==> config.mk <==
export PLATFORM = sky130hd
export DESIGN_NAME = matmul_sequencer
export DESIGN_NICKNAME = d
export VERILOG_FILES = /design/src/rtl/matmul_sequencer.sv
export SDC_FILE = /design/constraint.sdc
export NUM_CORES = 1
export LEC_CHECK = 0
export ABC_AREA = 1
export CORE_MARGIN = 1.5
export CORE_UTILIZATION = 59
export CTS_CLUSTER_DIAMETER = 60
export DETAILED_ROUTE_END_ITERATION = 10
export PLACE_DENSITY = 0.85
export SKIP_CTS_REPAIR_TIMING = 1
export SLEW_MARGIN = 20
export SYNTH_ARGS = -nofsm -noshare
export SYNTH_HDL_FRONTEND = slang
export SYNTH_SLANG_ARGS = --single-unit
==> constraint.sdc <==
create_clock -name clk -period 5.9 [get_ports clk]
set_input_delay 0.885 -clock clk [delete_from_list [all_inputs] [get_ports clk]]
set_output_delay 0.885 -clock clk [all_outputs]
set_load 0.01 [all_outputs]
==> src/rtl/matmul_sequencer.sv <==
// Sequences one square matrix multiply C = A x B over single-port A/B/C buffers.
// One MAC step per clock; elements are produced in row-major order.
module matmul_sequencer #(
    parameter int MAX_N  = 8,
    parameter int ADDR_W = 6,
    parameter int DATA_W = 8,
    parameter int ACC_W  = 20
) (
    input  logic              clk,
    input  logic              rst,
    input  logic              start,
    input  logic              abort,
    input  logic [3:0]        n,
    output logic              rd_en,
    output logic [ADDR_W-1:0] a_addr,
    output logic [ADDR_W-1:0] b_addr,
    input  logic [DATA_W-1:0] a_data,
    input  logic [DATA_W-1:0] b_data,
    output logic              c_we,
    output logic [ADDR_W-1:0] c_addr,
    output logic [ACC_W-1:0]  c_data,
    output logic              busy,
    output logic              done,
    output logic              err
);

    typedef enum logic [2:0] {
        IDLE,
        RUN,
        ACC,
        WRITE,
        DONE
    } state_t;

    localparam logic [3:0] MAX_N4 = 4'(MAX_N);

    state_t            state;
    logic [3:0]        n_l;
    logic [3:0]        i;
    logic [3:0]        j;
    logic [3:0]        k;
    logic [ADDR_W-1:0] row_base;
    logic [ACC_W-1:0]  acc;
    logic              v;

    logic [ACC_W-1:0]  acc_sum;
    logic [3:0]        last;
    logic [3:0]        j_nx;
    logic [3:0]        i_nx;
    logic [ADDR_W-1:0] n_a;
    logic [ADDR_W-1:0] row_nx;
    logic              row_end;
    logic              n_ok;

    // A/B addresses advance incrementally: a by 1 and b by n per k step.
    always_comb begin
        acc_sum = acc;
        if (v) begin
            acc_sum = acc + (ACC_W'(a_data) * ACC_W'(b_data));
        end
        last    = n_l - 4'd1;
        row_end = (j == last);
        j_nx    = row_end ? 4'd0 : j + 4'd1;
        i_nx    = row_end ? i + 4'd1 : i;
        n_a     = ADDR_W'(n_l);
        row_nx  = row_end ? row_base + n_a : row_base;
        n_ok    = (n != 4'd0) && (n <= MAX_N4);
    end

    always_ff @(posedge clk) begin
        if (rst) begin
            state    <= IDLE;
            n_l      <= '0;
            i        <= '0;
            j        <= '0;
            k        <= '0;
            row_base <= '0;
            acc      <= '0;
            v        <= 1'b0;
            rd_en    <= 1'b0;
            a_addr   <= '0;
            b_addr   <= '0;
            c_we     <= 1'b0;
            c_addr   <= '0;
            c_data   <= '0;
            busy     <= 1'b0;
            done     <= 1'b0;
            err      <= 1'b0;
        end else if (abort && state != IDLE) begin
            state    <= IDLE;
            i        <= '0;
            j        <= '0;
            k        <= '0;
            row_base <= '0;
            acc      <= '0;
            v        <= 1'b0;
            rd_en    <= 1'b0;
            a_addr   <= '0;
            b_addr   <= '0;
            c_we     <= 1'b0;
            c_addr   <= '0;
            c_data   <= '0;
            busy     <= 1'b0;
            done     <= 1'b0;
            err      <= 1'b0;
        end else begin
            v   <= rd_en;
            acc <= acc_sum;
            unique case (state)
                IDLE: begin
                    if (start) begin
                        if (n_ok) begin
                            state    <= RUN;
                            n_l      <= n;
                            i        <= '0;
                            j        <= '0;
                            k        <= '0;
                            row_base <= '0;
                            acc      <= '0;
                            rd_en    <= 1'b1;
                            a_addr   <= '0;
                            b_addr   <= '0;
                            busy     <= 1'b1;
                        end else begin
                            state <= DONE;
                            done  <= 1'b1;
                            err   <= 1'b1;
                        end
                    end
                end
                RUN: begin
                    if (k == last) begin
                        state  <= ACC;
                        rd_en  <= 1'b0;
                        a_addr <= '0;
                        b_addr <= '0;
                    end else begin
                        k      <= k + 4'd1;
                        a_addr <= a_addr + ADDR_W'(1);
                        b_addr <= b_addr + n_a;
                    end
                end
                ACC: begin
                    state  <= WRITE;
                    c_we   <= 1'b1;
                    c_addr <= row_base + ADDR_W'(j);
                    c_data <= acc_sum;
                end
                WRITE: begin
                    c_we     <= 1'b0;
                    c_addr   <= '0;
                    c_data   <= '0;
                    acc      <= '0;
                    k        <= '0;
                    j        <= j_nx;
                    i        <= i_nx;
                    row_base <= row_nx;
                    if (row_end && i == last) begin
                        state <= DONE;
                        busy  <= 1'b0;
                        done  <= 1'b1;
                    end else begin
                        state  <= RUN;
                        rd_en  <= 1'b1;
                        a_addr <= row_nx;
                        b_addr <= ADDR_W'(j_nx);
                    end
                end
                DONE: begin
                    state    <= IDLE;
                    done     <= 1'b0;
                    err      <= 1'b0;
                    i        <= '0;
                    j        <= '0;
                    k        <= '0;
                    row_base <= '0;
                end
                default: state <= IDLE;
            endcase
        end
    end

endmodule

Word-level counts from Yosys, hierarchy flattened
Cells that the tools add are included.
{"block": "totals", "register_bits": 89, "latchBits": 0, "mem_bits_rw": 0, "mem_bits_ro": 0, "inputBits": 24, "output_inout_bits": 43, "elab_cells": 110, "n_memories": 0}
{"block": "classes", "addsub": 9, "multipliers": 1, "div_mod_pow": 0, "magnitude_cmp": 1, "n_eq_ne": 15, "shifts": 0, "mux": 42, "bitwise": 1, "reduce_logical": 24}
{"op": "20-bit case mux with 2 select lines", "count": 2}
{"op": "20-bit 2-to-1 mux", "count": 3}
{"op": "6-bit case mux with 3 select lines", "count": 3}
{"op": "6-bit 2-to-1 mux", "count": 7}
{"op": "4-bit case mux with 3 select lines", "count": 3}
{"op": "4-bit AND reduction", "count": 6}
{"op": "20-bit by 16-bit adder with 20-bit output", "count": 1}
{"op": "4-bit 2-to-1 mux", "count": 5}
{"op": "6-bit by 4-bit adder with 6-bit output", "count": 3}
{"op": "8-bit by 8-bit multiplier with 16-bit output", "count": 1}
{"op": "2-bit inequality test (second input constant)", "count": 8}
{"op": "4-bit by 1-bit adder with 4-bit output (second input constant)", "count": 3}
{"op": "4-bit equality test", "count": 3}
{"op": "3-bit 2-to-1 mux", "count": 4}
{"op": "3-bit case mux with 4 select lines", "count": 1}
{"op": "6-bit case mux with 2 select lines", "count": 1}
{"op": "3-bit nonzero test", "count": 4}
{"op": "1-bit 2-to-1 mux", "count": 8}
{"op": "6-bit by 1-bit adder with 6-bit output (second input constant)", "count": 1}
{"op": "3-bit by 2-bit equality test with 1-bit output (second input constant)", "count": 2}
{"op": "1-bit case mux with 2 select lines", "count": 3}
{"op": "1-bit case mux with 3 select lines", "count": 2}
{"op": "3-bit AND reduction", "count": 2}
{"op": "2-bit nonzero test", "count": 3}
{"op": "11 further kinds", "count": 14}

Logic depth before layout (Yosys ltp)
{"block": "depth", "word_depth": 6, "ltp_mapped": 23, "ltp_nobuf": 22}

Worst setup path before layout
Ideal clock, no wire load.
{"block": "synth_timing", "path_kind": "input to register", "from": "in a_data[4]", "to": "reg c_data[16]", "setup_ns": 0.132, "t_arrival_ns": 4.575, "t_required_ns": 5.768, "path_slack_ns": 1.193, "path_stages": 20, "n_path_buf": 1, "cell_sequence": "clkbuf_1 nand2_1 fa_1 inv_1 fa_1 inv_1 fa_1 fa_1 inv_1 ha_1 nand2_1 inv_1 a21oi_1 nor2_1 nor2_1 nand2_1 nand2_1 nand3_1 nand3_1 a21oi_1"}
{"block": "synth_between", "elab_chain_cells": 4}
{"item": "start: declaration", "line_no": "17", "source": "input logic [DATA_W-1:0] a_data,"}
{"item": "8-bit by 8-bit multiplier with 16-bit output", "line_no": "59", "source": "acc_sum = acc + (ACC_W'(a_data) * ACC_W'(b_data));"}
{"item": "20-bit by 16-bit adder with 20-bit output", "line_no": "59"}
{"item": "20-bit 2-to-1 mux", "line_no": "58", "source": "if (v) begin"}
{"item": "20-bit case mux with 2 select lines", "line_no": "109", "source": "unique case (state)"}
{"item": "end signal: assignment", "line_no": "147", "source": "c_data <= acc_sum;"}
{"item": "end: declaration", "line_no": "21", "source": "output logic [ACC_W-1:0] c_data,"}
No other way between the ends.
A chain may end at the register's enable or synchronous reset.

Worst setup path after layout
Ends and elaborated chain as after synthesis.

==> flow_summary.yaml <==
outcome:
  status: "completed"
place:
  post-dp-hpwl_mm: 13.4
  place_inst: 1286
  pre_cts_slack_ns: 0.404
  portBuffers: 66
  gp_congestion: 0.898
power:
  powerDensity_nw_per_um2: 322
  power.total_mw: 2.74
  p_leak_nw: 4.25
  ir_drop_mv: 0.236
clock_tree:
  cts.clk_slew.worst_paths_ns: 0.06
  insertion_delay_ns: 0.35
  clock_path_buffers: 2
  cts_tree: "done"
  cts_max_level: 3
  numCtsBuffers: 9
  clock-sinks: 89
  cts-root-buf: "clkbuf_16"
timing:
  period_share_pct: 87.6
  skew_ns: 0.00476
  relSlewSlack_pct: 27.7
  finalHoldViolCount: 0
  fmax_ghz: 0.194
  min_period_ns: 5.17
  tightest_slew_ns: 1.08
  rsz0062_at_grt: "no"
  setup_slack_ns: 0.734
  finalMaxSlewViolations: 0
  whs_ns: 0.459
  setup_tns_ns: 0
  setup-violations-final: 0
cells_and_area:
  n_fill_cell: 999
  multiInputGateArea_um2: 4750
  diodes: 0
  nets: 1264
  final_cells: 1301
  seqCellArea_um2: 1780
  area_delta_synth_final_pct: 13.8
  drive_gt1_share_pct: 6.00
synthesis:
  netlist_area_um2: 7480
  netlist.area_leader.share_pct: 23.8
  ys_seq_area_share_pct: 23.8
  ys_ff_latch: 89
  synth_cell_type_count: 40
  synth_cells: 1083
  synth_top_area_cell: "dfxtp_1"
  synth_edf_count: 0
  ys_async_sr_fraction_pct: 0
  synth_nets: 1218
  avgSynthCellArea_um2: 6.91
  synth_warnings: 0
  synth_area_leaders: "dfxtp_1 (24%), nand2_1 (15%), fa_1 (14%)"
  synth_ff_type: "dfxtp_1"
global_routing:
  grt_pass1_vias: 6461
  antenna_found_initial: 0
  grt.total_usage_pct: 28.0
  grt_pass1_wl_mm: 29.7
  grt_max_degree: 60
  gr-total-overflow: 0
critical_path:
  startpoint_type: "input port"
  cp.depth: 20
  r2r-start: "acc[6]$_SDFF_PP0_"
  crit_arrival_ns: 5.35
  cp_data_required_time_ns: 6.09
  slowest_stage: "clkdlybuf4s50_1"
  critPathLaunch: "a_data[4]"
  worst-r2r-cell-count: 18
  end_kind: "register"
  path_class: "in2reg"
  cp_max_fo: 8
  ff2ff_setup_slack_ns: 1.75
  path_buf_inv: 5
  crit_family: "adder cells"
  critical_path.reg2reg.endpoint: "c_data[15]$_SDFFE_PP0P_"
  cp_slowest_stage_delay_ns: 0.67
  crit_chain: "clkdlybuf4s50_1 > nand2_1 > fa_1 > inv_1 > fa_1 > inv_1 > fa_1 > fa_1 > inv_1 > ha_1 > nand2_1 > inv_1 > a21oi_1 > nor2_1 > nor2_1 > nand2_1 > nand2_1 > nand3_1 > nand3_1 > a21oi_1"
drt:
  routed_wl_mm: 17.4
  firstDrtPassIters: 6
  vias: 6805
  route.met3.wl_mm: 1.11
  drc: 0
  m1WireLength_mm: 7.89
  drt-wirelength-per-cell_um: 13.4
  highest_layer: "met4"
  routed_via_density: 5.23
  met2_wirelength_mm: 8.03
  first_iter_violations: 545
  postRouteAntennaNets: 0
worst_hold_path:
  hold-path-cell-count: 2
  holdCritStartpoint: "c_data[3]$_SDFFE_PP0P_"
  min_to: "c_data[3]$_SDFFE_PP0P_"
  holdCritPathClass: "reg2reg"
floorplan:
  core_area_um2: 12200
  dieArea_um2: 13400
  fp.dieH_um: 116
  io_pins: 67
  start_util_pct: 61.3
  fp.dieW_um: 116
  rows: 40
job:
  drv_cap: 0
## metal layers
metal | GRT usage [%] | up-vias
met5 | 0 | -
met4 | 8.86 | 0
met3 | 4.92 | 35
met2 | 46.4 | 244
met1 | 37.7 | 3103
li1 | - | 3423
## Yosys cell counts (9+ instances only)
cell        n
a21oi_1    74
clkbuf_1   24
dfxtp_1    89
fa_1       53
ha_1       58
inv_1     196
inv_2      14
nand2_1   307
nand3_1    70
nand4_1     9
nor2_1     71
o21ai_0    27
or2_2      11
xor2_1     10
## area by class of cell
cell class | instances | share of cell area, %
sequential | 89 | 20.9
clock buffer | 9 | 2.65
multi-input combinational | 748 | 55.8
inverter | 210 | 9.26
tap | 168 | 2.47
clock inverter | 6 | 0.705
timing repair buffer | 71 | 8.20
## layout by cell type (no fill, tap or decap), types with 4 or more instances in the layout
master,synthesis,layout
nand2_1,307,307
inv_1,196,196
dfxtp_1,89,89
a21oi_1,74,74
nor2_1,71,71
nand3_1,70,70
clkdlybuf4s50_1,0,66
ha_1,58,58
fa_1,53,53
o21ai_0,27,27
inv_2,14,14
or2_2,11,11
xor2_1,10,10
nand4_1,9,9
clkbuf_16,0,9
nor2_2,8,8
xnor2_1,8,8
nand2_2,6,6
buf_4,3,5
a2bb2oi_1,4,4
nand3b_1,4,4
## stage by stage
| step | util (%) | area [um2] |
|---|---|---|
| floorplan | - | 7480 |
| global placement | 67.4 | 8230 |
| detailed placement | 67.4 | 8230 |
| CTS | 69.7 | 8510 |
| global route | 69.7 | 8510 |
| finish | 69.7 | 8510 |
## worst reg2reg max path, stage by stage, from the launching register on
cell	delay (ns)
dfxtp_1	0.31
inv_1	0.07
fa_1	0.55
inv_1	0.06
fa_1	0.49
inv_1	0.05
fa_1	0.46
fa_1	0.55
inv_1	0.05
ha_1	0.33
nand2_1	0.09
o21ai_0	0.29
nand2_1	0.11
nand2_1	0.10
nand2_1	0.09
nand3_1	0.08
nand3_1	0.11
nand3_1	0.13
a21oi_1	0.06
## cells by family after synthesis
group                      synth area share (%)
xor gates and xnor gates                   2.11
adders and majority gates                  23.9
and+or+nand+nor                            28.6
buffers and inverters                      12.7
muxes                                     0.134
AOI/OAI and AO/OA                          8.75
DFF                                        23.8
## worst max-delay path by stage
stage / end / slack [ns]
6_report: c_data[16]$_SDFFE_PP0P_ / 0.73
5_1_grt: c_data[16]$_SDFFE_PP0P_ / 0.44
3_5_place_dp: c_data[16]$_SDFFE_PP0P_ / 0.40
2_1_floorplan: c_data[16]$_SDFFE_PP0P_ / 1.19
3_3_place_gp: c_data[14]$_SDFFE_PP0P_ / 0.48
4_1_cts: c_data[16]$_SDFFE_PP0P_ / 0.76
## registers in the layout, indices dropped and copies added, names as in the netlist, 6 cells and up
| signal | flops |
|---|---|
| c_addr | 6 |
| acc | 20 |
| c_data | 20 |
| row_base | 6 |
| b_addr | 6 |
| a_addr | 6 |
## power by group
part           switching, mW  internal (mW)  total [mW]
registers             0.0577          0.654       0.712
logic                  0.953          0.514        1.47
clock network          0.240          0.323       0.563
total                   1.25           1.49        2.74
Power figures use the tool's default switching activity.
